File: config.mk
export PLATFORM = sky130hd
export DESIGN_NAME = fp8_e4m3_subtractor_seq
export DESIGN_NICKNAME = d
export VERILOG_FILES = /design/src/rtl/fp8_e4m3_subtractor_seq.sv
export SDC_FILE = /design/constraint.sdc
export NUM_CORES = 1
export LEC_CHECK = 0
export ABC_CLOCK_PERIOD_IN_PS = 5600
export CAP_MARGIN = 15
export CORE_MARGIN = 2
export CORE_UTILIZATION = 40
export DETAILED_ROUTE_END_ITERATION = 10
export SLEW_MARGIN = 10
export SYNTH_ARGS = -nofsm -noshare
export SYNTH_HDL_FRONTEND = slang
export SYNTH_SLANG_ARGS = --single-unit
File: constraint.sdc
create_clock -name clk -period 5.6 [get_ports clk]
set_input_delay 0.56 -clock clk [delete_from_list [all_inputs] [get_ports clk]]
set_output_delay 0.56 -clock clk [all_outputs]
set_load 0.01 [all_outputs]
File: src/rtl/fp8_e4m3_subtractor_seq.sv
// Multi-cycle FP8 E4M3 subtractor: diff = a - b.
// Operands are expanded serially into 2^-9 fixed point, subtracted in one
// cycle, then the magnitude is normalized serially in the register that held
// the minuend, and rounded to nearest-even with saturation at +/-448.
module fp8_e4m3_subtractor_seq #(
  parameter logic [7:0] NAN_VALUE = 8'h7F,
  parameter logic [6:0] SAT_MAG   = 7'h7E
) (
  input  logic       clk,
  input  logic       rst,
  input  logic       in_valid,
  output logic       in_ready,
  input  logic [7:0] a,
  input  logic [7:0] b,
  output logic       out_valid,
  input  logic       out_ready,
  output logic [7:0] diff,
  output logic       out_nan,
  output logic       out_sat
);

  // 448 * 2^9: smallest magnitude that no longer fits below the saturation code
  localparam logic [18:0] SAT_THRESH = 19'd229376;

  typedef enum logic [2:0] {IDLE, EXPAND, SUB, NORM, ROUND, DONE} state_t;

  state_t      state, state_nxt;

  logic [18:0] acc;        // expanded |a| during EXPAND, |a - b| from SUB onwards
  logic [17:0] opb;        // expanded |b|
  logic [3:0]  cnt_a, cnt_b;
  logic        sign_a, sign_b, res_sign;
  logic [3:0]  exp_r;
  logic        sat_pend, zero_pend;
  logic [7:0]  diff_q;
  logic        nan_q, sat_q, valid_q;

  logic        a_nan, b_nan, accept, expand_done;
  logic        sat_hit, zero_hit, norm_hold, norm_exit, out_fire;

  assign a_nan       = (a[6:0] == 7'h7F);
  assign b_nan       = (b[6:0] == 7'h7F);
  assign in_ready    = (state == IDLE);
  assign accept      = in_valid && in_ready;
  // Both counts reach zero with this cycle's shift, so EXPAND never idles a cycle
  assign expand_done = (cnt_a <= 4'd1) && (cnt_b <= 4'd1);
  // Saturation is only judged before any normalization shift (E still 15)
  assign sat_hit     = (exp_r == 4'd15) && (acc >= SAT_THRESH);
  assign zero_hit    = (acc == 19'd0);
  // No shift is needed at all this cycle
  assign norm_hold   = sat_hit || zero_hit || acc[17] || (exp_r == 4'd1);
  // Leave once the shift taken this cycle lands the leading one or reaches E=1
  assign norm_exit   = norm_hold || acc[16] || (exp_r == 4'd2);
  assign out_fire    = valid_q && out_ready;

  assign out_valid = valid_q;
  assign diff      = diff_q;
  assign out_nan   = nan_q;
  assign out_sat   = sat_q;

  // Signed subtraction of the expanded operands (b's sign already inverted)
  logic [19:0] op_a_s, op_b_s, d_sum, d_neg;
  logic [18:0] d_mag;
  assign op_a_s = sign_a ? (20'd0 - {2'b00, acc[17:0]}) : {2'b00, acc[17:0]};
  assign op_b_s = sign_b ? (20'd0 - {2'b00, opb})       : {2'b00, opb};
  assign d_sum  = op_a_s + op_b_s;
  assign d_neg  = 20'd0 - d_sum;
  assign d_mag  = d_sum[19] ? d_neg[18:0] : d_sum[18:0];

  // Field extraction and round-to-nearest-even of the normalized magnitude
  logic [3:0] exp_f;
  logic       rnd_up, ovf;
  logic [7:0] rsum;
  assign exp_f  = acc[17] ? exp_r : 4'd0;
  assign rnd_up = acc[13] && ((|acc[12:0]) || acc[14]);
  // A mantissa carry ripples straight into the exponent field
  assign rsum   = {1'b0, exp_f, acc[16:14]} + {7'd0, rnd_up};
  assign ovf    = rsum[7] || (rsum[6:0] == 7'h7F);

  // State register
  always_ff @(posedge clk) begin
    if (rst) state <= IDLE;
    else     state <= state_nxt;
  end

  // Next-state logic
  always_comb begin
    // NOTE: a default on every path keeps this block free of inferred latches.
    state_nxt = state;
    case (state)
      IDLE:    if (accept) state_nxt = (a_nan || b_nan) ? DONE : EXPAND;
      EXPAND:  if (expand_done) state_nxt = SUB;
      SUB:     state_nxt = NORM;
      NORM:    if (norm_exit) state_nxt = ROUND;
      ROUND:   state_nxt = DONE;
      DONE:    if (out_fire) state_nxt = IDLE;
      default: state_nxt = IDLE;
    endcase
  end

  // Datapath and output registers
  always_ff @(posedge clk) begin
    // NOTE: every register here is reset (no RAM in this block) so that an
    // aborted operation leaves nothing behind for the next one.
    if (rst) begin
      acc       <= '0;
      opb       <= '0;
      cnt_a     <= '0;
      cnt_b     <= '0;
      sign_a    <= 1'b0;
      sign_b    <= 1'b0;
      res_sign  <= 1'b0;
      exp_r     <= '0;
      sat_pend  <= 1'b0;
      zero_pend <= 1'b0;
      diff_q    <= 8'h00;
      nan_q     <= 1'b0;
      sat_q     <= 1'b0;
      valid_q   <= 1'b0;
    end else begin
      // NOTE: non-blocking assignments so every register samples pre-edge values.
      case (state)
        IDLE: begin
          valid_q <= 1'b0;
          if (accept) begin
            sat_q  <= 1'b0;
            sign_a <= a[7];
            sign_b <= ~b[7];
            acc    <= {15'd0, (a[6:3] != 4'd0), a[2:0]};
            opb    <= {14'd0, (b[6:3] != 4'd0), b[2:0]};
            cnt_a  <= (a[6:3] == 4'd0) ? 4'd0 : a[6:3] - 4'd1;
            cnt_b  <= (b[6:3] == 4'd0) ? 4'd0 : b[6:3] - 4'd1;
            if (a_nan || b_nan) begin
              diff_q <= NAN_VALUE;
              nan_q  <= 1'b1;
            end else begin
              nan_q  <= 1'b0;
            end
          end
        end
        EXPAND: begin
          if (cnt_a != 4'd0) begin
            acc   <= acc << 1;
            cnt_a <= cnt_a - 4'd1;
          end
          if (cnt_b != 4'd0) begin
            opb   <= opb << 1;
            cnt_b <= cnt_b - 4'd1;
          end
        end
        SUB: begin
          res_sign <= d_sum[19];
          acc      <= d_mag;
          exp_r    <= 4'd15;
        end
        NORM: begin
          sat_pend  <= sat_hit;
          zero_pend <= zero_hit;
          if (!norm_hold) begin
            acc   <= acc << 1;
            exp_r <= exp_r - 4'd1;
          end
        end
        ROUND: begin
          if (zero_pend) begin
            diff_q <= 8'h00;
            sat_q  <= 1'b0;
          end else if (sat_pend || ovf) begin
            diff_q <= {res_sign, SAT_MAG};
            sat_q  <= 1'b1;
          end else begin
            diff_q <= {res_sign, rsum[6:0]};
            sat_q  <= 1'b0;
          end
        end
        DONE: begin
          if (!valid_q)      valid_q <= 1'b1;
          else if (out_ready) valid_q <= 1'b0;
        end
        default: valid_q <= 1'b0;
      endcase
    end
  end

endmodule

==> results.toml, run 1 <==
[cts]
root_buffer = "clkbuf_16"
htreeDepth = 3
cts_resized = 0
cts_hold_buffers = 0
cts_buffers = 9
clk_latency_ns = 0.34
cts_setup_buffers = 0
clkTransAtPathRegs_ns = 0.06
numClockSinks = 68
cts_buffer_depth = 2
cts_tree = "done"

[critical_path]
reg2reg_from = "opb[2]"
crit_required_ns = 5.80
cp_slowest_cell = "o41ai_1"
path_max_fanout = 14
slowest_delay_ns = 0.65
reg2reg_to = "acc[5]"
arrival_ns = 4.86
path_delay_family = "compound AO/OA/AOI/OAI gates"
cp.depth = 15
crit_buf_inv = 0
path_cells = "or4_1 > or2_2 > nand2b_1 > o41ai_1 > xnor2_1 > ha_1 > and4_1 > and3_1 > o21ai_0 > o21ba_2 > o31a_1 > nor2_1 > xor2_1 > a221oi_1 > nor3_1"
critPathLaunchType = "register"
worstSetupEndpointType = "register"
r2r_slack_ns = 0.94
crit_type = "register to register"
reg2regPathDepth = 15

[floorplan]
io-pin-count = 32
core.rowCount = 43
start_util_pct = 41.2
die-width_um = 124
core-area_um2 = 13900
die_height_um = 124
die_area_um2 = 15300

[layout]
final_area_um2 = 6420
antenna_cells = 0
multi_input_area_um2 = 4090
fillers = 1400
nets = 833
area_growth_pct = 11.8
utilization_pct = 46.1
seqCellArea_um2 = 1360
drive_gt1_share_pct = 6.36

[timing]
relSlewSlack_pct = 41.7
tightest_slew_ns = 0.867
max_freq_ghz = 0.214
final_max_slew_viol_count = 0
period_share_pct = 83.3
hold_viol = 0
rsz0062_at_grt = "false"
tns_ns = 0
final.setup.worst_slack_ns = 0.935
skew_ns = 0.00660
setup_viol = 0
fin_crit_ns = 4.66

[run]
cap_viol_max_count = 0

[yosys]
syn-mean-instance-area_um2 = 7.38
synthFlopType = "dfxtp_1"
async_reset_ff_share_pct = 0
ys_ff_latch = 68
yosys_warnings = 0
synth-edff-count = 0
synth_fp_nets = 830
ys_seq_area_share_pct = 23.7
synth_cell_type_count = 79
synthCells = 778
synth_area_um2 = 5740

[detailed_routing]
firstDrtPassIters = 5
routedWlPerCell_um = 16.1
ant_nets = 0
drt-initial-drc-count = 501
drc = 0
routed_wl_um = 15500
avgViaCountPerCell = 5.90
vias = 5702

[pwr]
pwr-share-clk_pct = 13.6
power.internal_w = 0.00205
p_switching_w = 0.00208
p_per_area_nw_per_um2 = 644
worst_ir_drop_vdd_v = 0.000314
p_seq_share_pct = 20.2
switching_share_pct = 50.5
leakage_nw = 2.43
power_frac_comb_pct = 66.3

[place]
pre_cts_ws_ns = 0.932
dp_hpwl_um = 11500
port_buffers = 31
gp_congestion = 0.888
place_area_um2 = 6130

[min_path]
min_path_cells = 2
min_path_type = "register to register"
min_to = "diff[7]"
hp-start = "diff[7]"

[global_route]
grt_pass1_vias = 5284
grt-ovfl-total = 0
grt_pass1_wl_um = 25700
antenna_found_initial = 0
grt_max_degree = 69
grt_use_total_pct = 21.1

[run_status]
status = "finished clean"
worst max-delay path by stage:
| stage | from | to |
|---|---|---|
| finish | opb[2] | acc[5] |
| global route | opb[1] | acc[3] |
| CTS | opb[2] | acc[5] |
| detailed placement | opb[2] | acc[6] |
| global placement | opb[2] | acc[5] |
| floorplan | opb[2] | acc[4] |
area by class of cell:
class | count | share of cell area (%)
Clock buffer | 12 | 3.68
Timing Repair Buffer | 38 | 5.58
Tap cell | 180 | 3.51
Clock inverter | 4 | 0.780
Sequential cell | 68 | 21.2
Multi-Input combinational cell | 638 | 63.7
Inverter | 26 | 1.52
power by group through the flow:
stage	sequential, W	combinational (W)	clock, W
4_1_cts	0.000826	0.00272	0.000573
3_3_place_gp	0.000833	0.00266	0
2_1_floorplan	0.000735	0.00221	0
3_5_place_dp	0.000835	0.00270	0
5_1_grt	0.000857	0.00306	0.000594
6_report	0.000832	0.00274	0.000561
cell families (layout without fill, tap and decap cells):
| group | after synthesis | count (layout) | synth area share [%] |
|---|---|---|---|
| simple gates | 325 | 325 | 28.4 |
| compound gates | 215 | 215 | 25.5 |
| xor+xnor | 64 | 64 | 9.77 |
| flops | 68 | 68 | 23.7 |
| mux | 2 | 2 | 0.349 |
| fa+ha+maj | 32 | 32 | 7.11 |
| buf+inv | 72 | 80 | 5.12 |
layer usage:
| metal | GRT usage (%) | share of wire (%) |
|---|---|---|
| met1 | 29.1 | 48 |
| met2 | 32.6 | 45 |
| met3 | 4.08 | 4.9 |
| met4 | 7.46 | 2.5 |
| met5 | 0 | 0 |
registers in the layout (all words and copies together) (netlist names):
signal	count
cnt_a	4
sat_pend	1
acc	19
out_sat	1
out_nan	1
sign_b	1
exp_r	4
sign_a	1
zero_pend	1
out_valid	1
diff	8
opb	18
cnt_b	4
state	3
res_sign	1
worst register-to-register path: cells and delay by family (launching register included):
| family | cells | cell delay, ns |
|---|---|---|
| XOR/XNOR | 2 | 0.31 |
| flip-flops | 1 | 0.35 |
| adder cells (fa/ha/maj) | 1 | 0.38 |
| AO/OA/AOI/OAI | 5 | 1.83 |
| AND/OR/NAND/NOR | 7 | 1.65 |
cells in the final DEF (no fill, tap or decap), types with 24 or more instances in the layout:
cell,Yosys,routed
xnor2_1,47,47
nor3_1,34,34
nand2_1,74,74
clkdlybuf4s50_1,0,30
ha_1,31,31
dfxtp_1,68,68
nand3_1,34,34
nor2_1,85,85
o21ai_0,25,24
inv_1,26,26
a21oi_1,68,68
synth_stat cells (5+ instances only):
| master | n | share of area (%) |
|---|---|---|
| nor4_1 | 11 | 1.2 |
| ha_1 | 31 | 6.8 |
| nand4_1 | 9 | 0.98 |
| nand3_1 | 34 | 3.0 |
| xnor2_1 | 47 | 7.2 |
| and2_1 | 9 | 0.98 |
| nor2_1 | 85 | 5.6 |
| o31ai_1 | 10 | 1.3 |
| nor3_1 | 34 | 3.0 |
| nor2b_1 | 5 | 0.55 |
| inv_1 | 26 | 1.7 |
| o31a_1 | 6 | 0.92 |
| or3_1 | 8 | 0.87 |
| and3_1 | 10 | 1.1 |
| nand2_1 | 74 | 4.8 |
| or4_1 | 5 | 0.65 |
| a21oi_1 | 68 | 5.9 |
| a211oi_1 | 18 | 2.4 |
| a311oi_1 | 5 | 0.76 |
| clkbuf_1 | 33 | 2.2 |
| a221oi_1 | 9 | 1.4 |
| o21ai_0 | 25 | 2.2 |
| or2_2 | 5 | 0.55 |
| a31oi_1 | 9 | 0.98 |
| nand2b_1 | 12 | 1.3 |
| o22ai_1 | 10 | 1.1 |
| buf_2 | 7 | 0.61 |
| xor2_1 | 17 | 2.6 |
| dfxtp_1 | 68 | 24 |
| a21o_1 | 5 | 0.65 |
stage by stage:
step | hold slack (ns) | total power [W] | instances
final | 0.471 | 0.00413 | 966
after global routing | 0.507 | 0.00451 | 966
after CTS | 0.471 | 0.00412 | 966
after detailed placement | 0.462 | 0.00354 | 950
after global placement | 0.463 | 0.00349 | 950
after floorplan | 0.457 | 0.00294 | 778
Note: power is estimated with default switching activity, not from simulation.
==> run 2: changes to the inputs <==
--- a/config.mk
+++ b/config.mk
@@ -5,7 +5,7 @@
 export SDC_FILE = /design/constraint.sdc
 export NUM_CORES = 1
 export LEC_CHECK = 0
-export ABC_CLOCK_PERIOD_IN_PS = 5600
+export ABC_CLOCK_PERIOD_IN_PS = 4240
 export CAP_MARGIN = 15
 export CORE_MARGIN = 2
 export CORE_UTILIZATION = 40
==> constraint.sdc (replaced) <==
create_clock -name clk -period 4.24 [get_ports clk]
set_input_delay 0.424 -clock clk [delete_from_list [all_inputs] [get_ports clk]]
set_output_delay 0.424 -clock clk [all_outputs]
set_load 0.01 [all_outputs]
==> results.toml, run 2 (synthesis gave the netlist of run 1 again) <==
[critical_path]
arrival_ns = 4.33
crit_required_ns = 4.49
cp.depth = 17
slowest_delay_ns = 0.43
worstSetupEndpointType = "register"
path_max_fanout = 3
critPathLaunchType = "register"
reg2regPathDepth = 17
path_delay_family = "simple AND/OR/NAND/NOR gates"
crit_type = "register to register"
r2r_slack_ns = 0.16
cpMostUsedCell = "or4_4"
crit_buf_inv = 1
path_cells = "inv_2 > nand2_1 > or4_4 > or2_4 > nand2b_4 > o21ai_0 > xnor2_1 > ha_1 > a211oi_1 > o221ai_2 > a21o_1 > a221o_1 > or4_4 > nand3_2 > and2_4 > mux2i_1 > a311oi_1"
cp_slowest_cell = "or4_4"

[place]
port_buffers = 31
place_area_um2 = 6340
placed_cells = 979
gp_congestion = 0.854
dp_hpwl_um = 11700

[floorplan]
core.rowCount = 43
start_util_pct = 41.2
die-width_um = 124
core-area_um2 = 13900
io-pin-count = 32
die_height_um = 124
die_area_um2 = 15300

[timing]
period_share_pct = 96.2
skew_ns = 0.00993
fin_crit_ns = 4.08
relSlewSlack_pct = 40.7
tightest_slew_ns = 0.889
tns_ns = 0
max_freq_ghz = 0.245
setup_viol = 0
final_max_slew_viol_count = 0
worst_hold_slack_ns = 0.471
hold_viol = 0

[detailed_routing]
ant_nets = 0
avgViaCountPerCell = 5.78
firstDrtPassIters = 5
drc = 0
drt-initial-drc-count = 479
vias = 5774
routedWlPerCell_um = 16.1
routed_wl_um = 16100

[cts]
clkTransAtPathRegs_ns = 0.06
cts_buffer_depth = 2
numClockSinks = 68
htreeDepth = 3
cts_tree = "done"
cts_buffers = 9
root_buffer = "clkbuf_16"
clk_latency_ns = 0.35

[run]
cap_viol_max_count = 0

[pwr]
leakage_nw = 2.66
p_per_area_nw_per_um2 = 877
switching_share_pct = 48.9
pwr-share-clk_pct = 12.3
p_seq_share_pct = 18.0
power_frac_comb_pct = 69.7
power.internal_w = 0.00306
p_switching_w = 0.00293
worst_ir_drop_vdd_v = 0.000450

[layout]
top_register = "acc"
nets = 867
utilization_pct = 49.1
largest_reg_flops = 19
drive_gt1_share_pct = 13.9
layout_common_cells = "84 x nor2_1, 74 x nand2_1, 68 x dfxtp_1, 63 x a21oi_1, 46 x xnor2_1"
fillers = 1365
area_growth_pct = 19.1
antenna_cells = 0
final_area_um2 = 6840
layout_commonest_cell = "nor2_1"
finalNonFillerCells = 999

[global_route]
antenna_found_initial = 0
grt_pass1_wl_um = 25900
grt_use_total_pct = 21.3
grt_pass1_vias = 5289
grt_max_degree = 69
grt-ovfl-total = 0

[min_path]
min_path_cells = 2
min_path_type = "register to register"

[run_status]
status = "finished clean"
## run 2: cell count changes in the layout (fill, tap and decap cells not counted), sizes merged
cell / delta
buf: +33
clkbuf: -2
clkinv: +3
clkinvlp: -2
o31a: +1
## run 2: layer usage
layer  global-route usage [%]  vias up  wire length, um
li1                         -     2912                -
met1                     28.8     2726             7500
met2                     34.9      120             7710
met3                     3.43       16              646
met4                     5.89        0              259
met5                        0        -                0
## run 2: cell type report
class / instances / area (um2) / area share [%]
tap: 180 / 225 / 3.29
sequential: 68 / 1360 / 19.9
timing repair buffer: 71 / 606 / 8.86
inverter: 26 / 97.6 / 1.43
clock buffer: 10 / 229 / 3.35
multi-input combinational: 639 / 4260 / 62.4
clock inverter: 5 / 53.8 / 0.787
## run 2: path summary, 6_finish.rpt
kind / from / to
worst max-delay path: opb[1] / acc[18]
worst min-delay path: diff[7] / diff[7]
worst max register to register: opb[1] / acc[18]
worst min register to register: diff[7] / diff[7]
## run 2: through the flow
step	setup slack, ns	power, W
finish	0.163	0.00599
global route	-0.0680	0.00649
CTS	0.00484	0.00572
detailed placement	-0.0634	0.00494
global placement	0.00895	0.00487
floorplan	0.0870	0.00389
## run 2: worst register-to-register path, stage by stage, from the launching register on
cell	delay [ns]
dfxtp_1	0.33
inv_2	0.07
nand2_1	0.07
or4_4	0.43
or2_4	0.25
nand2b_4	0.15
o21ai_0	0.21
xnor2_1	0.16
ha_1	0.27
a211oi_1	0.36
o221ai_2	0.18
a21o_1	0.18
a221o_1	0.37
or4_4	0.43
nand3_2	0.09
and2_4	0.14
mux2i_1	0.07
a311oi_1	0.23
## run 2: power groups by stage
| stage | Sequential [W] | Clock, W | Combinational [W] |
|---|---|---|---|
| after floorplan | 0.000971 | 0 | 0.00291 |
| after CTS | 0.00106 | 0.000758 | 0.00390 |
| final | 0.00108 | 0.000738 | 0.00418 |
| after global routing | 0.00111 | 0.000781 | 0.00460 |
| after detailed placement | 0.00107 | 0 | 0.00387 |
| after global placement | 0.00107 | 0 | 0.00380 |
## run 2: timing repair
action                                  in CTS  in global routing
buffers inserted                             0                  4
pin swaps                                    1                 19
endpoints found under the setup margin      12                 18
hold buffers                                 0                  0
gates cloned                                 0                  1
resized for setup                            2                 36
==> run 3: changes to the inputs <==
--- a/config.mk
+++ b/config.mk
@@ -6,7 +6,7 @@
 export NUM_CORES = 1
 export LEC_CHECK = 0
 export ABC_CLOCK_PERIOD_IN_PS = 4240
-export CAP_MARGIN = 15
+export CAP_MARGIN = 20
 export CORE_MARGIN = 2
 export CORE_UTILIZATION = 40
 export DETAILED_ROUTE_END_ITERATION = 10
==> results of run 3 <==
Final layout, timing and power as in run 2 (identical DEF).
